===== src/rtl/irrigation_controller_pkg.sv =====
// Shared definitions for the irrigation decision stage: state encoding,
// default tuning values and the tank-level width.
package irrigation_controller_pkg;

  localparam int LEVEL_W = 3;

  localparam int DEF_DEBOUNCE_TICKS = 4;
  localparam int DEF_MIN_DWELL      = 8;
  localparam int DEF_LEVEL_LOW      = 2;
  localparam int DEF_LEVEL_HIGH     = 6;

  typedef enum logic [1:0] {
    IDLE  = 2'd0,
    DRIP  = 2'd1,
    SPRAY = 2'd2,
    FAULT = 2'd3
  } irr_state_t;

endpackage


===== src/rtl/irrigation_controller_sensor_debounce.sv =====
// Two-flop synchronizer followed by a tick-paced debounce counter for one
// asynchronous field sensor. The filtered value only follows the raw input
// after it has held a new value for DEBOUNCE_TICKS consecutive ticks.
module sensor_debounce #(
  parameter int DEBOUNCE_TICKS = 4
) (
  input  logic clk,
  input  logic clr,
  input  logic tick,
  input  logic raw,
  output logic filtered
);

  logic [1:0] sync;
  logic [3:0] cnt;

  // Synchronizer runs every clock, independent of tick.
  always_ff @(posedge clk or posedge clr) begin
    if (clr) sync <= 2'b00;
    else     sync <= {sync[0], raw};
  end

  // Count ticks of disagreement; the last counted tick commits the new value.
  always_ff @(posedge clk or posedge clr) begin
    if (clr) begin
      cnt      <= 4'd0;
      filtered <= 1'b0;
    end else if (tick) begin
      if (sync[1] != filtered) begin
        if (cnt == 4'(DEBOUNCE_TICKS - 1)) begin
          filtered <= sync[1];
          cnt      <= 4'd0;
        end else begin
          cnt <= cnt + 4'd1;
        end
      end else begin
        cnt <= 4'd0;
      end
    end
  end

endmodule


===== src/rtl/irrigation_controller.sv =====
// Irrigation decision stage: conditions the three field sensors, picks
// drip/spray mode with a minimum dwell, raises the tank-dry alarm, runs the
// fill-valve hysteresis and flags tank-level discontinuities.
//
// state | meaning
// IDLE  | no irrigation, waiting for soil demand and a non-empty tank
// DRIP  | drip line active
// SPRAY | sprinkler active
// FAULT | tank ran dry while irrigating, waiting for refill to LEVEL_HIGH
module irrigation_controller
  import irrigation_controller_pkg::*;
#(
  parameter int DEBOUNCE_TICKS = DEF_DEBOUNCE_TICKS,
  parameter int MIN_DWELL      = DEF_MIN_DWELL,
  parameter int LEVEL_LOW      = DEF_LEVEL_LOW,
  parameter int LEVEL_HIGH     = DEF_LEVEL_HIGH
) (
  input  logic               clk,
  input  logic               clr,
  input  logic               tick,
  input  logic               solo,
  input  logic               umidade,
  input  logic               temperatura,
  input  logic [LEVEL_W-1:0] level,
  output logic               gotejamento,
  output logic               aspersao,
  output logic               valvula,
  output logic               alarme,
  output logic               erro
);

  localparam logic [7:0]         DWELL_MAX = 8'(MIN_DWELL);
  localparam logic [LEVEL_W-1:0] LVL_LO    = LEVEL_W'(LEVEL_LOW);
  localparam logic [LEVEL_W-1:0] LVL_HI    = LEVEL_W'(LEVEL_HIGH);

  logic f_solo, f_umidade, f_temperatura;

  sensor_debounce #(.DEBOUNCE_TICKS(DEBOUNCE_TICKS)) u_db_solo (
    .clk(clk), .clr(clr), .tick(tick), .raw(solo), .filtered(f_solo));
  sensor_debounce #(.DEBOUNCE_TICKS(DEBOUNCE_TICKS)) u_db_umidade (
    .clk(clk), .clr(clr), .tick(tick), .raw(umidade), .filtered(f_umidade));
  sensor_debounce #(.DEBOUNCE_TICKS(DEBOUNCE_TICKS)) u_db_temperatura (
    .clk(clk), .clr(clr), .tick(tick), .raw(temperatura), .filtered(f_temperatura));

  logic       wants_spray, wants_drip;
  irr_state_t demand;
  irr_state_t state, state_nxt;
  logic [7:0] dwell, dwell_nxt;

  assign wants_spray = f_solo & f_temperatura & ~f_umidade;
  assign wants_drip  = f_solo & ~wants_spray;
  assign demand      = wants_spray ? SPRAY : (wants_drip ? DRIP : IDLE);

  // State and dwell registers advance only on tick.
  always_ff @(posedge clk or posedge clr) begin
    if (clr) begin
      state <= IDLE;
      dwell <= 8'd0;
    end else if (tick) begin
      state <= state_nxt;
      dwell <= dwell_nxt;
    end
  end

  // Next-state: empty tank beats dwell; dwell saturates at its minimum.
  always_comb begin
    state_nxt = state;
    dwell_nxt = dwell;
    case (state)
      IDLE: begin
        if (level != '0 && demand != IDLE) begin
          state_nxt = demand;
          dwell_nxt = 8'd0;
        end
      end
      DRIP, SPRAY: begin
        if (level == '0) begin
          state_nxt = FAULT;
          dwell_nxt = 8'd0;
        end else if (dwell < DWELL_MAX) begin
          dwell_nxt = dwell + 8'd1;
        end else if (demand != state) begin
          state_nxt = demand;
          dwell_nxt = 8'd0;
        end
      end
      FAULT: begin
        if (level >= LVL_HI) state_nxt = IDLE;
      end
      default: state_nxt = IDLE;
    endcase
  end

  // Mode outputs decode straight from the state flop so clr drops them at once.
  always_comb begin
    gotejamento = (state == DRIP);
    aspersao    = (state == SPRAY);
    alarme      = (state == FAULT);
  end

  // Fill valve hysteresis, independent of the irrigation mode.
  always_ff @(posedge clk or posedge clr) begin
    if (clr)                         valvula <= 1'b0;
    else if (tick && level <= LVL_LO) valvula <= 1'b1;
    else if (tick && level >= LVL_HI) valvula <= 1'b0;
  end

  logic [LEVEL_W-1:0] level_prev;
  logic [LEVEL_W-1:0] level_diff;
  logic               armed;

  assign level_diff = (level > level_prev) ? (level - level_prev) : (level_prev - level);

  // Level continuity check; the first tick after reset only captures level_prev.
  always_ff @(posedge clk or posedge clr) begin
    if (clr) begin
      level_prev <= '0;
      armed      <= 1'b0;
      erro       <= 1'b0;
    end else if (tick) begin
      level_prev <= level;
      armed      <= 1'b1;
      if (armed && level_diff > LEVEL_W'(1)) erro <= 1'b1;
    end
  end

endmodule


===== config.mk =====
export PLATFORM = sky130hd
export DESIGN_NAME = irrigation_controller
export DESIGN_NICKNAME = d
export VERILOG_FILES = /design/src/rtl/irrigation_controller_pkg.sv /design/src/rtl/irrigation_controller_sensor_debounce.sv /design/src/rtl/irrigation_controller.sv
export SDC_FILE = /design/constraint.sdc
export NUM_CORES = 1
export LEC_CHECK = 0
export ABC_CLOCK_PERIOD_IN_PS = 3200
export CAP_MARGIN = 10
export CORE_MARGIN = 5
export CORE_UTILIZATION = 46
export CTS_BUF_LIST = sky130_fd_sc_hd__clkbuf_8
export DETAILED_ROUTE_END_ITERATION = 6
export PLACE_DENSITY = 0.64
export SYNTH_ARGS = -nofsm -noshare
export SYNTH_HDL_FRONTEND = slang
export SYNTH_SLANG_ARGS = --single-unit

===== constraint.sdc =====
create_clock -name clk -period 3.2 [get_ports clk]
set_input_delay 0.48 -clock clk [delete_from_list [all_inputs] [get_ports clk]]
set_output_delay 0.48 -clock clk [all_outputs]
set_load 0.02 [all_outputs]

* Yosys cells after proc, flatten, opt, wreduce, memory -nomap -nowiden *
Cells that the tools add are included.

storage, ports and cells
  register bits = 37
  word-level logic and storage cells = 85
  output and inout bits = 5
  input port bits = 9

operators by class
  $lt $le $gt $ge = 5
  bitwise logic cells = 5
  muxes and demuxes = 22
  equality and inequality tests = 15
  add/sub/neg operators = 6
  reduce and logical (&&, ||, !) cells = 17

operators with widths
  kind                   number
  $mux W8                4
  $mux W4                6
  $pmux W8 S2            1
  $add A4 B1 Y4 const B  3
  $eq A4 B2 Y1 const B   3
  $mux W2                6
  $reduce_and A3 Y1      3
  $add A8 B1 Y8 const B  1
  $lt A8 B4 Y1 const B   1
  $ne A3 B3 Y1 const B   2
  $pmux W2 S3            1
  $reduce_bool A2 Y1     3
  $sub A3 B3 Y3          2
  $reduce_and A5 Y1      1
  $eq A2 B2 Y1 const B   2
  $logic_and A1 B1 Y1    4
  $ne A4 B4 Y1 const B   1
  $reduce_and A4 Y1      1
  $and A1 B1 Y1          3
  $ge A3 B3 Y1 const B   1
  $gt A3 B1 Y1 const B   1
  $gt A3 B3 Y1           1
  $le A3 B2 Y1 const B   1
  $logic_not A3 Y1       1
  other kinds (12)       17

* Longest topological paths before layout *
Gate-level depths: netlist (run 1).

  word-level depth = 11
  mapped depth = 8
  gate-level depth less buffers = 7

* Cells and area by module *
A second synthesis (run 1) with hierarchy kept.

unflattened totals
  cell total of the unflattened synthesis = 183
  area total of the unflattened synthesis = 1954.4 um2

by module, submodules not included
  module                 cells an instance  times used  area each (um2)  sequential area each (um2)
  irrigation_controller  105                1           1004.7           400.4
  sensor_debounce        26                 3           316.6            175.2

* Worst setup path after synthesis (run 1) *
Ideal clock, no wire load.

  kind = input-to-reg
  start point = in level[1]
  end point = reg erro
  setup slack = 1.396 ns
  arrival = 1.684 ns
  setup time = 0.120 ns
  path buffers = 1
  stages = 8
  required time = 3.080 ns
  path through = buf_4 -> inv_1 -> ha_1 -> nor2b_1 -> o21a_1 -> o21ai_0 -> nand3_1 -> a41o_1

on the way
  longest elaborated chain between the ends = 5
  elaborated cells on any way between the ends = 7
  those cells by class = add/sub: 2; order compare: 2; mux: 1; reduce/logical: 2

ends and longest elaborated chain
  what                                           line                          text
  start: declaration                             irrigation_controller.sv:24   input logic [LEVEL_W-1:0] level,
  $sub A3 B3 Y3 or $gt A3 B3 Y1 (tied branches)  irrigation_controller.sv:112  assign level_diff = (level > level_prev) ? (level - level_prev) : (level_prev - level);
  $mux W3 *                                      irrigation_controller.sv:112
  $gt A3 B1 Y1 *                                 irrigation_controller.sv:123  if (armed && level_diff > LEVEL_W'(1)) erro <= 1'b1;
  $logic_and A1 B1 Y1 *                          irrigation_controller.sv:123
  $reduce_and A2 Y1 (no line) *                  --
  end signal: assignment                         irrigation_controller.sv:119  erro <= 1'b0;
  end signal: assignment                         irrigation_controller.sv:123
  end: declaration                               irrigation_controller.sv:29   output logic erro

Mark *: on every way between the ends. The rest lies on a longest branch, timed or not.
A chain may end at the register's enable or synchronous reset.

* Final worst setup path (run 1) *
Ends and elaborated chain as after synthesis.

==> impl_metrics.csv, run 1 <==
group,metric,value,unit
global_routing,globalRoute.busiestLayer,"met2",
clocking,ctsResizeCount,0,
yosys,synth_area_per_cell,10.45,um2
timing,slew_violations,0,
placement,post-place-ws,0.5663,ns
pwr,vdd_drop_max,0.0004641,V
timing,timing.hold.ws,0.3501,ns
route,routed_wirelength,3630,um
floorplanning,io_pins,14,
yosys,ys_types,44,
worst_setup_path,critPathSlowestCell,"clkdlybuf4s50_1",
timing,fmax,429.7,MHz
yosys,synthCells,189,
yosys,yosysSeqAreaShare,0.4687,
finish,final_common_cell,"dfrtp_1",
clocking,cts_tree,"done",
worst_setup_path,cp-start-kind,"input pin",
clocking,cts.sinks,37,
route,vias_per_cell,5.578,
global_routing,grt_use_met2,0.2387,
clocking,cts_setup_buffers,0,
route,drcViolationCount,0,
route,wl_per_cell,14.18,um
yosys,synth-main-ff-cell,"dfrtp_1",
yosys,ys_ff_latch,37,
worst_setup_path,worst-path-buf-inv,2,
timing,hold_viol,0,
worst_setup_path,crit_path_end_kind,"register",
clocking,ctsLongestPathBuffers,2,
floorplanning,dieArea,5706,um2
clocking,clockRootBuffer,"clkbuf_8",
global_routing,grtUsageMet3,0.04090,
clocking,htree_levels,2,
yosys,yosys.area.top_type,"dfrtp_1",
timing,rsz0062_at_grt,"no",
clocking,numCtsBuffers,5,
pwr,power_density,708.4,nW/um2
timing,worst_pin_slew,0.6015,ns
global_routing,grt-ovfl-total,0,
yosys,netlist_area,1976,um2
global_routing,grt_pass1_vias,1427,
route,vias,1428,
global_routing,grt_first_pass_wirelength,6327,um
placement,gp_congestion,0.8810,
worst_setup_path,cp.required,3.37,ns
worst_setup_path,r2r_slack,1.42,ns
yosys,synth_top_area_share,0.4687,
finish,fin_util,0.5468,
global_routing,antenna_found_initial,0,
timing,fin_crit_sh,0.7272,
flow_run,cap_violations,0,
timing,clock_skew,0.006188,ns
worst_setup_path,cp_max_fo,11,
global_routing,grt.total_usage,0.1471,
finish,regArea,925.9,um2
worst_hold_path,hp-class,"register to register",
placement,placed_area,2155,um2
floorplanning,initial_utilization,0.4835,
timing,finalSetupViolations,0,
floorplanning,die_y,75.54,um
timing,relSlewSlack,0.5939,
timing,setup_ws,0.8728,ns
pwr,leakagePower,1.011,nW
run_status,status,"finished, final reports clean",
route,dr.pass1.iters,4,
yosys,yosysWarnings,0,
yosys,synth-edff-count,0,
global_routing,use_met1,0.1820,
timing,timing.final.crit_period,2.327,ns
route,first_iter_violations,75,
yosys,synth_nets,214,
worst_setup_path,critPathKind,"input pin to register",
worst_setup_path,startpoint,"level[1]",
finish,post_route_cells_drive_above_1_share,0.1019,
finish,layout.nets,230,
yosys,async_flop_share,1.000,
finish,final_cell_area,2235,um2
floorplanning,core_area,4086,um2
route,detail-route-antenna-nets,0,
floorplanning,row_count,23,
clocking,cts.reportedPaths.clkPinSlew,0.07,ns
placement,dp_hpwl,2655,um
clocking,clock_latency,0.28,ns
worst_setup_path,reg2reg_from,"state[0]$_DFFE_PP0P_",
finish,syn_to_final_growth,13.11,%
worst_setup_path,crit_arrival,2.50,ns
clocking,cts-hold-fix-buffers,0,
worst_setup_path,cpPeakStageDelay,0.71,ns
worst_setup_path,crit_chain,"clkdlybuf4s50_1 -> inv_1 -> ha_1 -> nor2b_1 -> o21a_1 -> o21ai_0 -> nand3_1 -> a41o_1",
finish,diodes,0,
worst_hold_path,hp-start,"u_db_temperatura.sync[0]$_DFF_PP0_",
finish,final_cell_mix,"dfrtp_1 (37), inv_1 (21), o21ai_0 (16)",
timing,setup_tns,0,ns
placement,io_buffers,13,
floorplanning,die-width,75.54,um
finish,multiInputGateArea,953.4,um2
finish,fillCellCount,360,
yosys,synth_area_leaders,"dfrtp_1 (47%), ha_1 (8.9%), o21ai_0 (4.1%)",
worst_setup_path,cp_top_family,"buffers and inverters",
global_routing,grt_max_degree,38,
-- worst paths after layout --
kind,to,depth (start not counted)
worst max-delay path,erro$_DFFE_PP0P_,8
worst min-delay path,u_db_temperatura.sync[1]$_DFF_PP0_,0
worst max register to register,dwell[3]$_DFFE_PP0P_,6
worst min register to register,u_db_temperatura.sync[1]$_DFF_PP0_,0
max in group asynchronous,u_db_temperatura.cnt[1]$_DFFE_PP0P_,3
min in group asynchronous,u_db_umidade.sync[0]$_DFF_PP0_,3
-- sequential cells by signal (all words and copies together), names as in the netlist --
name and cells:
armed 1, dwell 8, erro 1, level_prev 3, state 2, u_db_solo.cnt 4
u_db_solo.filtered 1, u_db_solo.sync 2, u_db_temperatura.cnt 4, u_db_temperatura.filtered 1, u_db_temperatura.sync 2, u_db_umidade.cnt 4
u_db_umidade.filtered 1, u_db_umidade.sync 2, valvula 1
-- metal layers --
metal,part of all wire,wire length (um)
met1,0.44,1609
met2,0.50,1808
met3,0.042,152
met4,0.016,59
met5,0,0
-- Yosys cell counts, types with 2 or more instances --
library cell  instances
a211o_1               3
a21oi_1               6
and2_2                4
buf_2                 2
clkbuf_1              3
dfrtp_1              37
fa_1                  2
ha_1                 14
inv_1                18
mux2_2                3
mux2i_1               2
nand2_1              15
nand2b_1              2
nand3_1               8
nand4_1               3
nor2_1                4
nor2b_1               5
nor4_1                3
o211ai_1              3
o21a_1                2
o21ai_0              16
o2bb2ai_1             2
o311ai_0              2
o31ai_1               4
o41ai_1               2
xor2_1                6
-- cell type report --
class                   instances  area share
well taps                      50     0.02800
multi-input cells             128      0.4267
inverters                      18     0.03024
clock inverters                 3    0.005039
repair buffers                 15     0.06495
clock buffers                   5     0.03080
flip-flops and latches         37      0.4143
-- through the flow --
| step | cells | power, W |
|---|---|---|
| 2_1_floorplan | 189 | 0.001135 |
| 3_3_place_gp | 248 | 0.001267 |
| 3_5_place_dp | 248 | 0.001295 |
| 4_1_cts | 256 | 0.001601 |
| 5_1_grt | 256 | 0.001719 |
| 6_report | 256 | 0.001583 |
-- where the power goes --
group          total, W  internal, W  switching [W]  leakage [nW]
logic          0.000614     0.000280       0.000333         0.492
clock network  0.000293     0.000145       0.000148        0.0519
registers      0.000676     0.000565       0.000111         0.467
total           0.00158     0.000990       0.000593          1.01
-- cell families (layout without fill, tap and decap cells) --
family	Yosys count	count (layout)	synth area share
DFF	37	37	0.4687
xor gates and xnor gates	6	6	0.02660
and+or+nand+nor	50	50	0.1355
adders and majority gates	16	16	0.1089
AOI/OAI and AO/OA	50	50	0.1767
muxes	6	6	0.03483
buffers and inverters	24	41	0.04876
-- worst reg2reg max path, stage by stage (launching register included) --
cell and delay (ns):
dfrtp_1 0.44, inv_1 0.13, ha_1 0.23, a211o_1 0.33, nor3_2 0.29, nand4_1 0.15, o21ai_0 0.11
Note: power is estimated with default switching activity, not from simulation.
==> run 2, diff against run 1 <==
ABC_CLOCK_PERIOD_IN_PS = 2000   (was 3200)
PLACE_DENSITY = 0.66   (was 0.64)
clock period = 2 ns   (was 3.2 ns; I/O delays follow)
==> impl_metrics.csv, run 2 (synthesis gave the netlist of run 1 again) <==
group,metric,value,unit
finish,largest_register_ffs,8,
pwr,swShare,0.3712,
timing,rsz0062_at_grt,"no",
timing,relSlewSlack,0.5591,
route,vias_per_cell,5.474,
clocking,cts.sinks,37,
route,routed_wirelength,3765,um
worst_setup_path,r2r_slack,0.20,ns
flow_run,cap_violations,0,
worst_setup_path,crit_path_end_kind,"output port",
pwr,clock_power_share,0.184,
timing,worst_pin_slew,0.6531,ns
worst_setup_path,crit_arrival,1.60,ns
worst_hold_path,holdPathStages,0,
floorplanning,row_count,23,
worst_hold_path,hp-class,"register to register",
clocking,clock_latency,0.29,ns
timing,fin_crit_sh,0.9497,
pwr,power_density,1116,nW/um2
route,dr.pass1.iters,4,
pwr,power.internal,0.001630,W
worst_setup_path,cp-start-kind,"register",
run_status,status,"finished, final reports clean",
placement,gp_congestion,0.9308,
route,first_iter_violations,78,
finish,final_cell_mix,"dfrtp_1 (37), inv_1 (21), o21ai_0 (16)",
clocking,clockRootBuffer,"clkbuf_8",
timing,fmax,526.5,MHz
worst_setup_path,critPathKind,"register to output port",
finish,layout.nets,240,
global_routing,grt-ovfl-total,0,
timing,slew_violations,0,
timing,finalSetupViolations,0,
floorplanning,die_y,75.54,um
route,wl_per_cell,14.15,um
placement,io_buffers,13,
finish,diodes,0,
floorplanning,core_area,4086,um2
clocking,htree_levels,2,
timing,clock_skew,0.007012,ns
finish,largest_register,"dwell",
pwr,combPwrFrac,0.402,
timing,hold_viol,0,
worst_setup_path,cp.required,1.70,ns
clocking,numCtsBuffers,5,
global_routing,grt_first_pass_wirelength,6644,um
worst_setup_path,r2r_cells,7,
floorplanning,initial_utilization,0.4835,
pwr,seq_power_share,0.414,
pwr,vdd_drop_max,0.0005817,V
finish,syn_to_final_growth,17.61,%
clocking,ctsLongestPathBuffers,2,
clocking,cts-hold-fix-buffers,0,
finish,final_common_cell,"dfrtp_1",
timing,setup_tns,0,ns
finish,fillCellCount,364,
route,drcViolationCount,0,
pwr,leakagePower,1.080,nW
global_routing,antenna_found_initial,0,
placement,dp_hpwl,2847,um
route,detail-route-antenna-nets,0,
clocking,cts_tree,"done",
pwr,power,0.002592,W
worst_setup_path,cp_max_fo,6,
route,vias,1456,
floorplanning,dieArea,5706,um2
clocking,cts.reportedPaths.clkPinSlew,0.06,ns
finish,post_route_cells_drive_above_1_share,0.1435,
global_routing,grt_pass1_vias,1528,
global_routing,grt.total_usage,0.1546,
floorplanning,die-width,75.54,um
timing,timing.final.crit_period,1.899,ns
global_routing,grt_max_degree,38,
floorplanning,io_pins,14,
pwr,switchingPower,0.0009622,W
==> run 2: cell count changes in the layout (fill, tap and decap cells not counted) <==
cell / previous run / this run
buf_4: 2 / 11
buf_12: 0 / 1
clkdlybuf4s50_1: 13 / 11
dlygate4sd2_1: 0 / 1
dlymetal6s2s_1: 0 / 1
==> run 2: critical path, cell delays in order (launching register included) <==
cell and delay [ns]:
dfrtp_1 0.45, ha_1 0.24, clkdlybuf4s50_1 0.63
==> run 2: final timing paths <==
check                                                    from                                  end
setup / recovery                         state[0]$_DFFE_PP0P_                               alarme
hold / removal             u_db_temperatura.sync[0]$_DFF_PP0_   u_db_temperatura.sync[1]$_DFF_PP0_
setup reg to reg                         state[0]$_DFFE_PP0P_                 dwell[3]$_DFFE_PP0P_
hold reg to reg            u_db_temperatura.sync[0]$_DFF_PP0_   u_db_temperatura.sync[1]$_DFF_PP0_
max in group asynchronous                                 clr                 state[0]$_DFFE_PP0P_
min in group asynchronous                                 clr  u_db_temperatura.cnt[1]$_DFFE_PP0P_
==> run 2: what timing repair did <==
action | 4_1_cts | 5_1_grt
setup endpoints to repair | 1 | 1
buffers inserted | 0 | 0
endpoints found under the hold margin | 0 | 0
resized for setup | 1 | 1
==> run 2: cell type report <==
type | count | area, um2 | area share
Sequential cell | 37 | 925.9 | 0.3985
Clock inverter | 3 | 11.26 | 0.004847
Tap cell | 50 | 62.56 | 0.02693
Inverter | 18 | 67.56 | 0.02908
Multi-Input combinational cell | 128 | 953.4 | 0.4103
Timing Repair Buffer | 25 | 234.0 | 0.1007
Clock buffer | 5 | 68.82 | 0.02962
==> run 2: routing by layer <==
| metal | vias up | wire (um) | GRT usage |
|---|---|---|---|
| met3 | 6 | 145 | 0.04881 |
| li1 | 719 | - | - |
| met1 | 711 | 1670 | 0.1836 |
| met5 | - | 0 | 0 |
| met4 | 0 | 54 | 0.05631 |
| met2 | 20 | 1895 | 0.2627 |
==> run 2: power by group through the flow <==
| stage | clock network, W | logic (W) | registers [W] |
|---|---|---|---|
| 5_1_grt | 0.000538 | 0.00117 | 0.00110 |
| 2_1_floorplan | 0 | 0.000780 | 0.00104 |
| 3_5_place_dp | 0 | 0.00105 | 0.00109 |
| 6_report | 0.000478 | 0.00104 | 0.00107 |
| 4_1_cts | 0.000497 | 0.00105 | 0.00107 |
| 3_3_place_gp | 0 | 0.00101 | 0.00108 |
==> run 2: metrics by stage <==
stage                       util  setup WS (ns)  hold WS [ns]  instances  area [um2]
after CTS                 0.5680        0.05877        0.3507        266        2321
after global placement    0.5487       -0.05237        0.3350        258        2242
after detailed placement  0.5487        -0.1594        0.3358        258        2242
after global routing      0.5686        0.03146        0.3542        266        2323
final                     0.5686         0.1007        0.3477        266        2323
after floorplan                -         0.3759        0.3312        189        1976
==> run 3, diff against run 2 <==
CORE_ASPECT_RATIO = 1.4   (was default)
PLACE_DENSITY = default   (was 0.66)
PLACE_DENSITY_LB_ADDON = 0.3   (was default)
==> impl_metrics.csv, run 3 (synthesis gave the netlist of run 1 again) <==
group,metric,value,unit
run_status,status,"finished, final reports clean",
timing,fin_crit_sh,0.9534,
pwr,clock_power_share,0.266,
finish,largest_register,"dwell",
finish,final_common_cell,"dfrtp_1",
route,vias,1425,
timing,finalSetupViolations,0,
flow_run,cap_violations,0,
floorplanning,core_area,4204,um2
floorplanning,initial_utilization,0.4699,
timing,relSlewSlack,0.6051,
global_routing,grt-ovfl-total,0,
route,wl_per_cell,12.90,um
pwr,power.internal,0.001918,W
global_routing,grt.total_usage,0.1387,
floorplanning,row_count,28,
route,drcViolationCount,0,
floorplanning,die-width,65.39,um
clocking,cts_setup_buffers,0,
timing,clock_skew,0.007836,ns
timing,rsz0062_at_grt,"no",
worst_setup_path,crit_arrival,1.61,ns
placement,post-place-ws,-0.1256,ns
route,dr.pass1.iters,4,
global_routing,antenna_found_initial,0,
pwr,swShare,0.3372,
pwr,leakagePower,1.103,nW
global_routing,grt_first_pass_wirelength,6237,um
finish,layout.nets,240,
clocking,clock_latency,0.29,ns
finish,syn_to_final_growth,19.76,%
floorplanning,dieArea,5724,um2
global_routing,grt_max_degree,38,
finish,fin_util,0.5628,
worst_setup_path,cp-start-kind,"register",
worst_setup_path,critPathKind,"register to output port",
finish,final_cell_area,2366,um2
placement,gp_congestion,0.8266,
pwr,combPwrFrac,0.364,
global_routing,grt_pass1_vias,1448,
pwr,vdd_drop_max,0.0007164,V
worst_hold_path,hp-class,"register to register",
clocking,cts_tree,"done",
clocking,htree_levels,2,
timing,setup_tns,0,ns
finish,post_route_cells_drive_above_1_share,0.1620,
worst_setup_path,cp_max_fo,6,
clocking,cts.sinks,37,
clocking,numCtsBuffers,5,
finish,diodes,0,
timing,timing.final.crit_period,1.907,ns
worst_setup_path,cp.required,1.70,ns
pwr,switchingPower,0.0009760,W
finish,largest_register_ffs,8,
timing,hold_viol,0,
pwr,power_density,1223,nW/um2
clocking,cts.reportedPaths.clkPinSlew,0.07,ns
finish,final_cell_mix,"dfrtp_1 (37), inv_1 (17), o21ai_0 (16)",
route,routed_wirelength,3368,um
timing,slew_violations,0,
route,first_iter_violations,57,
timing,timing.hold.ws,0.3505,ns
clocking,ctsLongestPathBuffers,2,
placement,dp_hpwl,2461,um
timing,fmax,524.5,MHz
floorplanning,io_pins,14,
placement,placed_area,2223,um2
route,vias_per_cell,5.460,
timing,worst_pin_slew,0.5850,ns
timing,setup_ws,0.09330,ns
worst_setup_path,r2r_slack,0.26,ns
clocking,clockRootBuffer,"clkbuf_8",
worst_setup_path,crit_path_end_kind,"output port",
pwr,seq_power_share,0.371,
placement,io_buffers,13,
route,detail-route-antenna-nets,0,
floorplanning,die_y,87.54,um
## run 3: layout make-up
type                            count  area (um2)
Clock buffer                        5       68.82
Clock inverter                      3       68.82
Fill cell                         364        1838
Inverter                           18       67.56
Multi-Input combinational cell    128       953.4
Sequential cell                    37       925.9
Tap cell                           45       56.30
Timing Repair Buffer               25       225.2
## run 3: routing by layer
metal / wire [um] / track usage / vias to the layer above
li1: - / - / 720
met1: 1520 / 0.1738 / 679
met2: 1679 / 0.2258 / 20
met3: 105 / 0.04236 / 6
met4: 62 / 0.05094 / 0
met5: 0 / 0 / -
## run 3: final timing paths
kind	from	depth (start not counted)	to
max in group asynchronous	clr	3	state[1]$_DFFE_PP0P_
hold / removal	u_db_temperatura.sync[0]$_DFF_PP0_	0	u_db_temperatura.sync[1]$_DFF_PP0_
hold reg to reg	u_db_temperatura.sync[0]$_DFF_PP0_	0	u_db_temperatura.sync[1]$_DFF_PP0_
setup / recovery	state[0]$_DFFE_PP0P_	2	alarme
setup reg to reg	state[1]$_DFFE_PP0P_	7	dwell[3]$_DFFE_PP0P_
min in group asynchronous	clr	3	u_db_temperatura.cnt[3]$_DFFE_PP0P_
## run 3: power by group through the flow
stage | Sequential, W | Combinational [W] | Clock, W
floorplan | 0.00104 | 0.000780 | 0
global placement | 0.00108 | 0.00104 | 0
detailed placement | 0.00109 | 0.00106 | 0
CTS | 0.00107 | 0.00107 | 0.000795
global route | 0.00111 | 0.00120 | 0.000828
finish | 0.00107 | 0.00105 | 0.000770
## run 3: stage by stage
stage	total power [W]	std cells
after floorplan	0.001816	189
after global placement	0.002122	253
after detailed placement	0.002144	253
after CTS	0.002939	261
after global routing	0.003136	261
final	0.002894	261
## run 3: critical path, stage by stage, from the launching register on
cell and delay [ns]:
dfrtp_1 0.46, ha_1 0.24, clkdlybuf4s50_1 0.62
## run 3: what timing repair did
item / 4_1_cts / 5_1_grt
gates resized for setup: 0 / 3
endpoints found under the setup margin: 0 / 2
hold buffers: 0 / 0
